==> config.mk <==
export PLATFORM = sky130hd
export DESIGN_NAME = mem_stage_lsu_flat
export DESIGN_NICKNAME = d
export VERILOG_FILES = /design/src/rtl/mem_stage_lsu_pkg.sv /design/src/rtl/mem_stage_lsu_if.sv /design/src/rtl/mem_stage_lsu_ld_align.sv /design/src/rtl/mem_stage_lsu.sv /design/src/flat_wrapper.sv
export SDC_FILE = /design/constraint.sdc
export NUM_CORES = 1
export LEC_CHECK = 0
export ABC_AREA = 1
export BUFFER_PORTS_ARGS = -buffer_cell sky130_fd_sc_hd__buf_4
export CAP_MARGIN = 20
export CORE_ASPECT_RATIO = 1.5
export CORE_UTILIZATION = 50
export CTS_CLUSTER_DIAMETER = 50
export DETAILED_ROUTE_END_ITERATION = 8
export PLACE_DENSITY = 0.87
export SLEW_MARGIN = 10
export SYNTH_ARGS = -nofsm -noshare
export SYNTH_HDL_FRONTEND = slang
export SYNTH_SLANG_ARGS = --single-unit
==> constraint.sdc <==
create_clock -name clk -period 4.25 [get_ports clk]
set_input_delay 0.85 -clock clk [delete_from_list [all_inputs] [get_ports clk]]
set_output_delay 0.85 -clock clk [all_outputs]
set_load 0.03 [all_outputs]
==> src/rtl/mem_stage_lsu_pkg.sv <==
// Shared definitions for the MEM-stage load/store unit.
//   - RISC-V funct3 load/store size encodings
//   - FSM state type
//   - Held request record captured on a cache miss
//   - Misalignment helper
package mem_stage_lsu_pkg;

    localparam logic [2:0] LS_B  = 3'b000;
    localparam logic [2:0] LS_H  = 3'b001;
    localparam logic [2:0] LS_W  = 3'b010;
    localparam logic [2:0] LS_BU = 3'b100;
    localparam logic [2:0] LS_HU = 3'b101;

    typedef enum logic {
        ST_IDLE = 1'b0,
        ST_WAIT = 1'b1
    } lsu_state_t;

    // Everything needed to replay a request and align its load data
    // while the cache is still working on a miss.
    typedef struct packed {
        logic        write;
        logic [31:0] addr;
        logic [3:0]  wstrb;
        logic [31:0] wdata;
        logic [2:0]  funct3;
        logic [1:0]  addr_lo;
    } lsu_req_t;

    // Halfwords need bit 0 clear, words need both low bits clear.
    function automatic logic is_misaligned(input logic [2:0] funct3,
                                           input logic [1:0] addr_lo);
        logic mis;
        mis = 1'b0;
        case (funct3)
            LS_H, LS_HU: mis = addr_lo[0];
            LS_W:        mis = |addr_lo;
            default:     mis = 1'b0;
        endcase
        return mis;
    endfunction

endpackage

==> src/rtl/mem_stage_lsu_if.sv <==
// Data-cache request/ready bus between the LSU (master) and the cache (slave).
//   d_req/d_write/d_addr/d_wstrb/d_wdata : request, driven by the LSU
//   d_ready/d_rdata                      : completion and read word, driven by the cache
interface mem_stage_lsu_if;
    logic        d_req;
    logic        d_write;
    logic [31:0] d_addr;
    logic [3:0]  d_wstrb;
    logic [31:0] d_wdata;
    logic        d_ready;
    logic [31:0] d_rdata;

    modport master (
        output d_req, d_write, d_addr, d_wstrb, d_wdata,
        input  d_ready, d_rdata
    );

    modport slave (
        input  d_req, d_write, d_addr, d_wstrb, d_wdata,
        output d_ready, d_rdata
    );
endinterface

==> src/rtl/mem_stage_lsu_ld_align.sv <==
// ld_align: combinational load-data alignment.
//   rdata   in  32  word returned by memory
//   addr_lo in  2   byte offset within the word
//   funct3  in  3   load size/sign encoding
//   data    out 32  selected byte/half/word, sign- or zero-extended
module ld_align
    import mem_stage_lsu_pkg::*;
(
    input  logic [31:0] rdata,
    input  logic [1:0]  addr_lo,
    input  logic [2:0]  funct3,
    output logic [31:0] data
);

    logic [7:0]  byte_sel;
    logic [15:0] half_sel;

    always_comb begin
        byte_sel = rdata[{addr_lo, 3'b000} +: 8];
        half_sel = addr_lo[1] ? rdata[31:16] : rdata[15:0];
        case (funct3)
            LS_B:    data = {{24{byte_sel[7]}}, byte_sel};
            LS_BU:   data = {24'h0, byte_sel};
            LS_H:    data = {{16{half_sel[15]}}, half_sel};
            LS_HU:   data = {16'h0, half_sel};
            default: data = rdata;
        endcase
    end

endmodule

==> src/rtl/mem_stage_lsu.sv <==
// MEM-stage load/store unit.
//   clk, rst (async, active-low)
//   m_valid/m_load/m_store/m_funct3/m_addr/m_wdata : operation from EX/MEM
//   flush        : kills the operation, honoured only while IDLE
//   dbus         : data-cache request/ready bus (master side)
//   next_ld_data : extended load result, non-zero only on a completing load
//   stop         : pipeline freeze while a miss is outstanding
//   misalign     : one-cycle flag for a misaligned access (no request issued)
//   stall_cnt    : saturating count of cycles with stop=1
module mem_stage_lsu
    import mem_stage_lsu_pkg::*;
#(
    parameter int STALL_CNT_W = 32
) (
    input  logic                   clk,
    input  logic                   rst,
    input  logic                   m_valid,
    input  logic                   m_load,
    input  logic                   m_store,
    input  logic [2:0]             m_funct3,
    input  logic [31:0]            m_addr,
    input  logic [31:0]            m_wdata,
    input  logic                   flush,
    mem_stage_lsu_if.master        dbus,
    output logic [31:0]            next_ld_data,
    output logic                   stop,
    output logic                   misalign,
    output logic [STALL_CNT_W-1:0] stall_cnt
);

    lsu_state_t state_reg, state_next;
    lsu_req_t   hold_reg, req_new, req_cur;

    logic       mis, is_mem, mem_op, req_out;
    logic [3:0] strb_mask;
    logic [31:0] aligned;

    assign mis    = is_misaligned(m_funct3, m_addr[1:0]);
    assign is_mem = m_valid & (m_load | m_store) & ~flush;
    assign mem_op = is_mem & ~mis;

    // Lane mask from size; funct3[1:0] carries the size for stores.
    always_comb begin
        case (m_funct3[1:0])
            2'b00:   strb_mask = 4'b0001 << m_addr[1:0];
            2'b01:   strb_mask = 4'b0011 << m_addr[1:0];
            default: strb_mask = 4'b1111;
        endcase
    end

    // Store data replicated so every enabled lane sees its own byte.
    genvar gi;
    generate
        for (gi = 0; gi < 4; gi++) begin : g_lane
            always_comb begin
                case (m_funct3[1:0])
                    2'b00:   req_new.wdata[8*gi +: 8] = m_wdata[7:0];
                    2'b01:   req_new.wdata[8*gi +: 8] = m_wdata[8*(gi%2) +: 8];
                    default: req_new.wdata[8*gi +: 8] = m_wdata[8*gi +: 8];
                endcase
            end
        end
    endgenerate

    assign req_new.write   = m_store;
    assign req_new.addr    = {m_addr[31:2], 2'b00};
    assign req_new.wstrb   = m_store ? strb_mask : 4'b0000;
    assign req_new.funct3  = m_funct3;
    assign req_new.addr_lo = m_addr[1:0];

    // State register
    always_ff @(posedge clk or negedge rst) begin
        if (!rst) state_reg <= ST_IDLE;
        else      state_reg <= state_next;
    end

    // Next-state logic; flush has no say once a miss is in flight.
    always_comb begin
        state_next = state_reg;
        case (state_reg)
            ST_IDLE: if (mem_op && !dbus.d_ready) state_next = ST_WAIT;
            ST_WAIT: if (dbus.d_ready)            state_next = ST_IDLE;
            default: state_next = ST_IDLE;
        endcase
    end

    // Output logic
    always_comb begin
        req_out  = 1'b0;
        stop     = 1'b0;
        misalign = 1'b0;
        req_cur  = req_new;
        case (state_reg)
            ST_IDLE: begin
                req_out  = mem_op;
                stop     = mem_op & ~dbus.d_ready;
                misalign = is_mem & mis;
            end
            ST_WAIT: begin
                req_out = 1'b1;
                stop    = ~dbus.d_ready;
                req_cur = hold_reg;
            end
            default: ;
        endcase
    end

    // Request snapshot taken in the first cycle of a miss keeps the bus
    // stable even if EX/MEM contents move on.
    always_ff @(posedge clk or negedge rst) begin
        if (!rst)
            hold_reg <= '0;
        else if (state_reg == ST_IDLE && mem_op && !dbus.d_ready)
            hold_reg <= req_new;
    end

    always_ff @(posedge clk or negedge rst) begin
        if (!rst)
            stall_cnt <= '0;
        else if (stop && !(&stall_cnt))
            stall_cnt <= stall_cnt + STALL_CNT_W'(1);
    end

    assign dbus.d_req   = req_out;
    assign dbus.d_write = req_cur.write;
    assign dbus.d_addr  = req_cur.addr;
    assign dbus.d_wstrb = req_cur.wstrb;
    assign dbus.d_wdata = req_cur.wdata;

    ld_align u_ld_align (
        .rdata   (dbus.d_rdata),
        .addr_lo (req_cur.addr_lo),
        .funct3  (req_cur.funct3),
        .data    (aligned)
    );

    assign next_ld_data = (req_out && dbus.d_ready && !req_cur.write) ? aligned : 32'h0;

endmodule

==> src/flat_wrapper.sv <==
// flat-port wrapper written by rule: the top's interface ports become plain ports
module mem_stage_lsu_flat import mem_stage_lsu_pkg::*;
#(
    parameter int STALL_CNT_W = 32
)
  (clk, rst, m_valid, m_load, m_store, m_funct3, m_addr, m_wdata, flush, next_ld_data, stop, misalign, stall_cnt, dbus_d_req, dbus_d_write, dbus_d_addr, dbus_d_wstrb, dbus_d_wdata, dbus_d_ready, dbus_d_rdata);
  mem_stage_lsu_if dbus_i ();
  input  logic clk;
  input  logic rst;
  input  logic m_valid;
  input  logic m_load;
  input  logic m_store;
  input  logic [2:0] m_funct3;
  input  logic [31:0] m_addr;
  input  logic [31:0] m_wdata;
  input  logic flush;
  output logic [31:0] next_ld_data;
  output logic stop;
  output logic misalign;
  output logic [STALL_CNT_W-1:0] stall_cnt;
  output wire logic [$bits(dbus_i.d_req)-1:0] dbus_d_req;
  output wire logic [$bits(dbus_i.d_write)-1:0] dbus_d_write;
  output wire logic [$bits(dbus_i.d_addr)-1:0] dbus_d_addr;
  output wire logic [$bits(dbus_i.d_wstrb)-1:0] dbus_d_wstrb;
  output wire logic [$bits(dbus_i.d_wdata)-1:0] dbus_d_wdata;
  input wire logic [$bits(dbus_i.d_ready)-1:0] dbus_d_ready;
  input wire logic [$bits(dbus_i.d_rdata)-1:0] dbus_d_rdata;
  assign dbus_d_req = dbus_i.d_req;
  assign dbus_d_write = dbus_i.d_write;
  assign dbus_d_addr = dbus_i.d_addr;
  assign dbus_d_wstrb = dbus_i.d_wstrb;
  assign dbus_d_wdata = dbus_i.d_wdata;
  assign dbus_i.d_ready = dbus_d_ready;
  assign dbus_i.d_rdata = dbus_d_rdata;
  mem_stage_lsu #(.STALL_CNT_W(STALL_CNT_W)) u_core (.clk(clk), .rst(rst), .m_valid(m_valid), .m_load(m_load), .m_store(m_store), .m_funct3(m_funct3), .m_addr(m_addr), .m_wdata(m_wdata), .flush(flush), .dbus(dbus_i), .next_ld_data(next_ld_data), .stop(stop), .misalign(misalign), .stall_cnt(stall_cnt));
endmodule
==> flow_metrics.py <==
metrics = {
    "cts": {
        "clk_pin_slew_ns": 0.07,
        "ctsHoldBuffers": 0,
        "htree_levels": 3,
        "cts_tree": "yes",
        "post_cts_resize_count": 0,
        "clk_latency_ns": 0.35,
        "cts-buffers-inserted": 9,
        "root_buffer": "clkbuf_16",
        "cts_setup_buffers": 0,
        "cts.path.max_buffers": 2,
        "cts.sinks": 105,
    },
    "synth": {
        "synth_top_area_cell": "dfrtp_1",
        "syn_area_per_cell_um2": 6.36,
        "ys_top_cells_by_area": "dfrtp_1 38%, nand2_1 23%, o21ai_0 10%",
        "syn-cell-area_mm2": 0.00700,
        "yosys.cell_count.top_type": "nand2_1",
        "synth_common_cells": "425 x nand2_1, 145 x o21ai_0, 120 x nor2_1",
        "synth_seq_area_share_pct": 37.5,
        "syn_inst": 1101,
        "ys_types": 30,
        "synth-seq-cells": 105,
        "ys.flop_type": "dfrtp_1",
        "synth_warnings": 0,
        "synth-edff-count": 0,
        "synthArstFlopShare_pct": 100,
        "synth_top_area_share_pct": 37.5,
    },
    "global_routing": {
        "grt_pass1_vias": 7222,
        "antenna_found_initial": 0,
        "grt_start_max_net_pins": 76,
        "globalRoute.totalOverflow": 0,
        "grt_pass1_wl_mm": 33.9,
        "grt_util_all_layers_pct": 29.5,
    },
    "critical_path": {
        "cpMostUsedCell": "buf_4",
        "r2r_end": "u_core.hold_reg[45]",
        "crit_path_start_kind": "input pin",
        "cp_data_required_time_ns": 3.40,
        "critPathMaxStageDelay_ns": 0.31,
        "cp_max_fo": 30,
        "reg2reg_setup_slack_ns": 1.71,
        "rr_worst_depth": 5,
        "cp-end-kind": "output pin",
        "worstSetupPathType": "in2out",
        "cp_cell_sequence": "buf_4, inv_1, nand3_1, nand3_1, nand2_1, buf_4, nand2_1, inv_2, nand2_2, nor2_1, buf_4",
        "cp.arrival_ns": 2.80,
        "cpMaxStageDelayCell": "nand2_1",
        "r2r_start": "u_core.state_reg",
    },
    "placed_design": {
        "port_buffers": 239,
        "pre_cts_ws_ns": 0.650,
        "dp_hpwl_mm": 16.3,
        "place_area_mm2": 0.00881,
        "place.gp.congestion": 0.986,
    },
    "detailed_routing": {
        "routed_wirelength_mm": 21.1,
        "via_per_inst": 5.18,
        "drtIter0Drc": 360,
        "drt_pre_antenna_iters": 7,
        "drt_drc_violations_left": 0,
        "antenna_left": 0,
        "routed-via-count": 7662,
        "wl_per_cell_um": 14.2,
    },
    "worst_hold_path": {
        "whs_endpoint": "u_core.hold_reg[52]",
        "worstHoldPathCells": 2,
        "min_from": "u_core.hold_reg[52]",
        "hp-class": "reg2reg",
    },
    "timing": {
        "rsz0062_at_grt": "no",
        "hold_viol": 0,
        "fmax_ghz": 0.274,
        "whs_ns": 0.489,
        "post-route-period-util_pct": 85.9,
        "setup_violations": 0,
        "clock_skew_ns": 0.00547,
        "max_slew_margin_pct": 37.3,
        "setup_ws_ns": 0.599,
        "drv_slew": 0,
        "setup_tns_ns": 0,
        "finalCriticalPeriod_ns": 3.65,
        "worstMarginPinSlew_ns": 0.940,
    },
    "job": {
        "maxCapViolCount": 0,
    },
    "floorplanning": {
        "die_w_um": 98.6,
        "pin_count": 242,
        "core-area_mm2": 0.0136,
        "die_h_um": 147,
        "dieArea_mm2": 0.0145,
        "rows": 52,
        "initial_core_util_pct": 51.5,
    },
    "layout": {
        "final_nets": 1419,
        "seq_area_mm2": 0.00263,
        "multi_input_area_mm2": 0.00367,
        "fillers": 1231,
        "largest_reg_flops": 72,
        "final_area_mm2": 0.00910,
        "drive_above_1_share_pct": 22.6,
        "syn2layout_area_growth_pct": 30.0,
        "num_antenna_cells": 0,
    },
    "power": {
        "power_density_mw_per_mm2": 340,
        "leakage_uw": 0.00488,
        "power_uw": 3100,
        "ir_drop_mv": 0.181,
    },
    "status": {
        "status": "finished, final reports clean",
    },
}
## cells in the final DEF (no fill, tap or decap), types with 14 or more instances in the layout
cell	n
o21ai_1	27
a21oi_1	15
or2_2	14
nor2_1	120
nand3b_1	17
inv_1	110
o21ai_0	145
nand2_1	425
nand3_1	20
buf_4	250
dfrtp_1	104
## kinds of logic after synthesis
group           Yosys count  share of synthesized area (%)
compound gates          197                           14.4
fa+ha+maj                 1                          0.179
xor+xnor                 12                           1.50
flops                   105                           37.5
simple gates            619                           36.1
other cells               1                         0.0536
buf+inv                 166                           10.2
## worst max-delay path by stage
stage | from | end | slack [ns] | cells past startpoint
floorplan | m_funct3[1] | dbus_d_wstrb[3] | 1.20 | 4
global placement | m_funct3[1] | next_ld_data[20] | 0.73 | 11
detailed placement | m_funct3[1] | next_ld_data[27] | 0.65 | 11
CTS | m_funct3[1] | next_ld_data[27] | 0.64 | 11
global route | m_funct3[1] | next_ld_data[19] | 0.29 | 11
finish | m_funct3[1] | next_ld_data[27] | 0.60 | 11
## stage by stage
stage               cells  utilization, %
global placement     1463            64.8
CTS                  1479            66.9
global route         1479            66.9
finish               1479            66.9
detailed placement   1463            64.8
floorplan            1102               -
## power breakdown
group / leakage (uW) / internal (uW) / switching, uW
sequential: 0.00135 / 1180 / 107
clock: 0.000141 / 463 / 377
combinational: 0.00338 / 353 / 612
## worst max-delay path: cells and delay by family
family / cells / cell delay, ns
and+or+nand+nor: 6 / 0.97
buffers and inverters: 5 / 0.95
## cell type report
| cell class | count | area share, % |
|---|---|---|
| well taps | 162 | 2.23 |
| inverters | 115 | 4.74 |
| repair buffers | 250 | 20.6 |
| flip-flops and latches | 105 | 28.9 |
| clock buffers | 11 | 2.56 |
| multi-input cells | 831 | 40.3 |
| clock inverters | 5 | 0.701 |
## metal layers
layer | share of wire (%) | GRT usage [%]
met1 | 39 | 34.0
met2 | 51 | 51.0
met3 | 5.5 | 5.00
met4 | 5.3 | 17.8
met5 | 0 | 0
No activity file was read; power rests on OpenSTA's default activity.
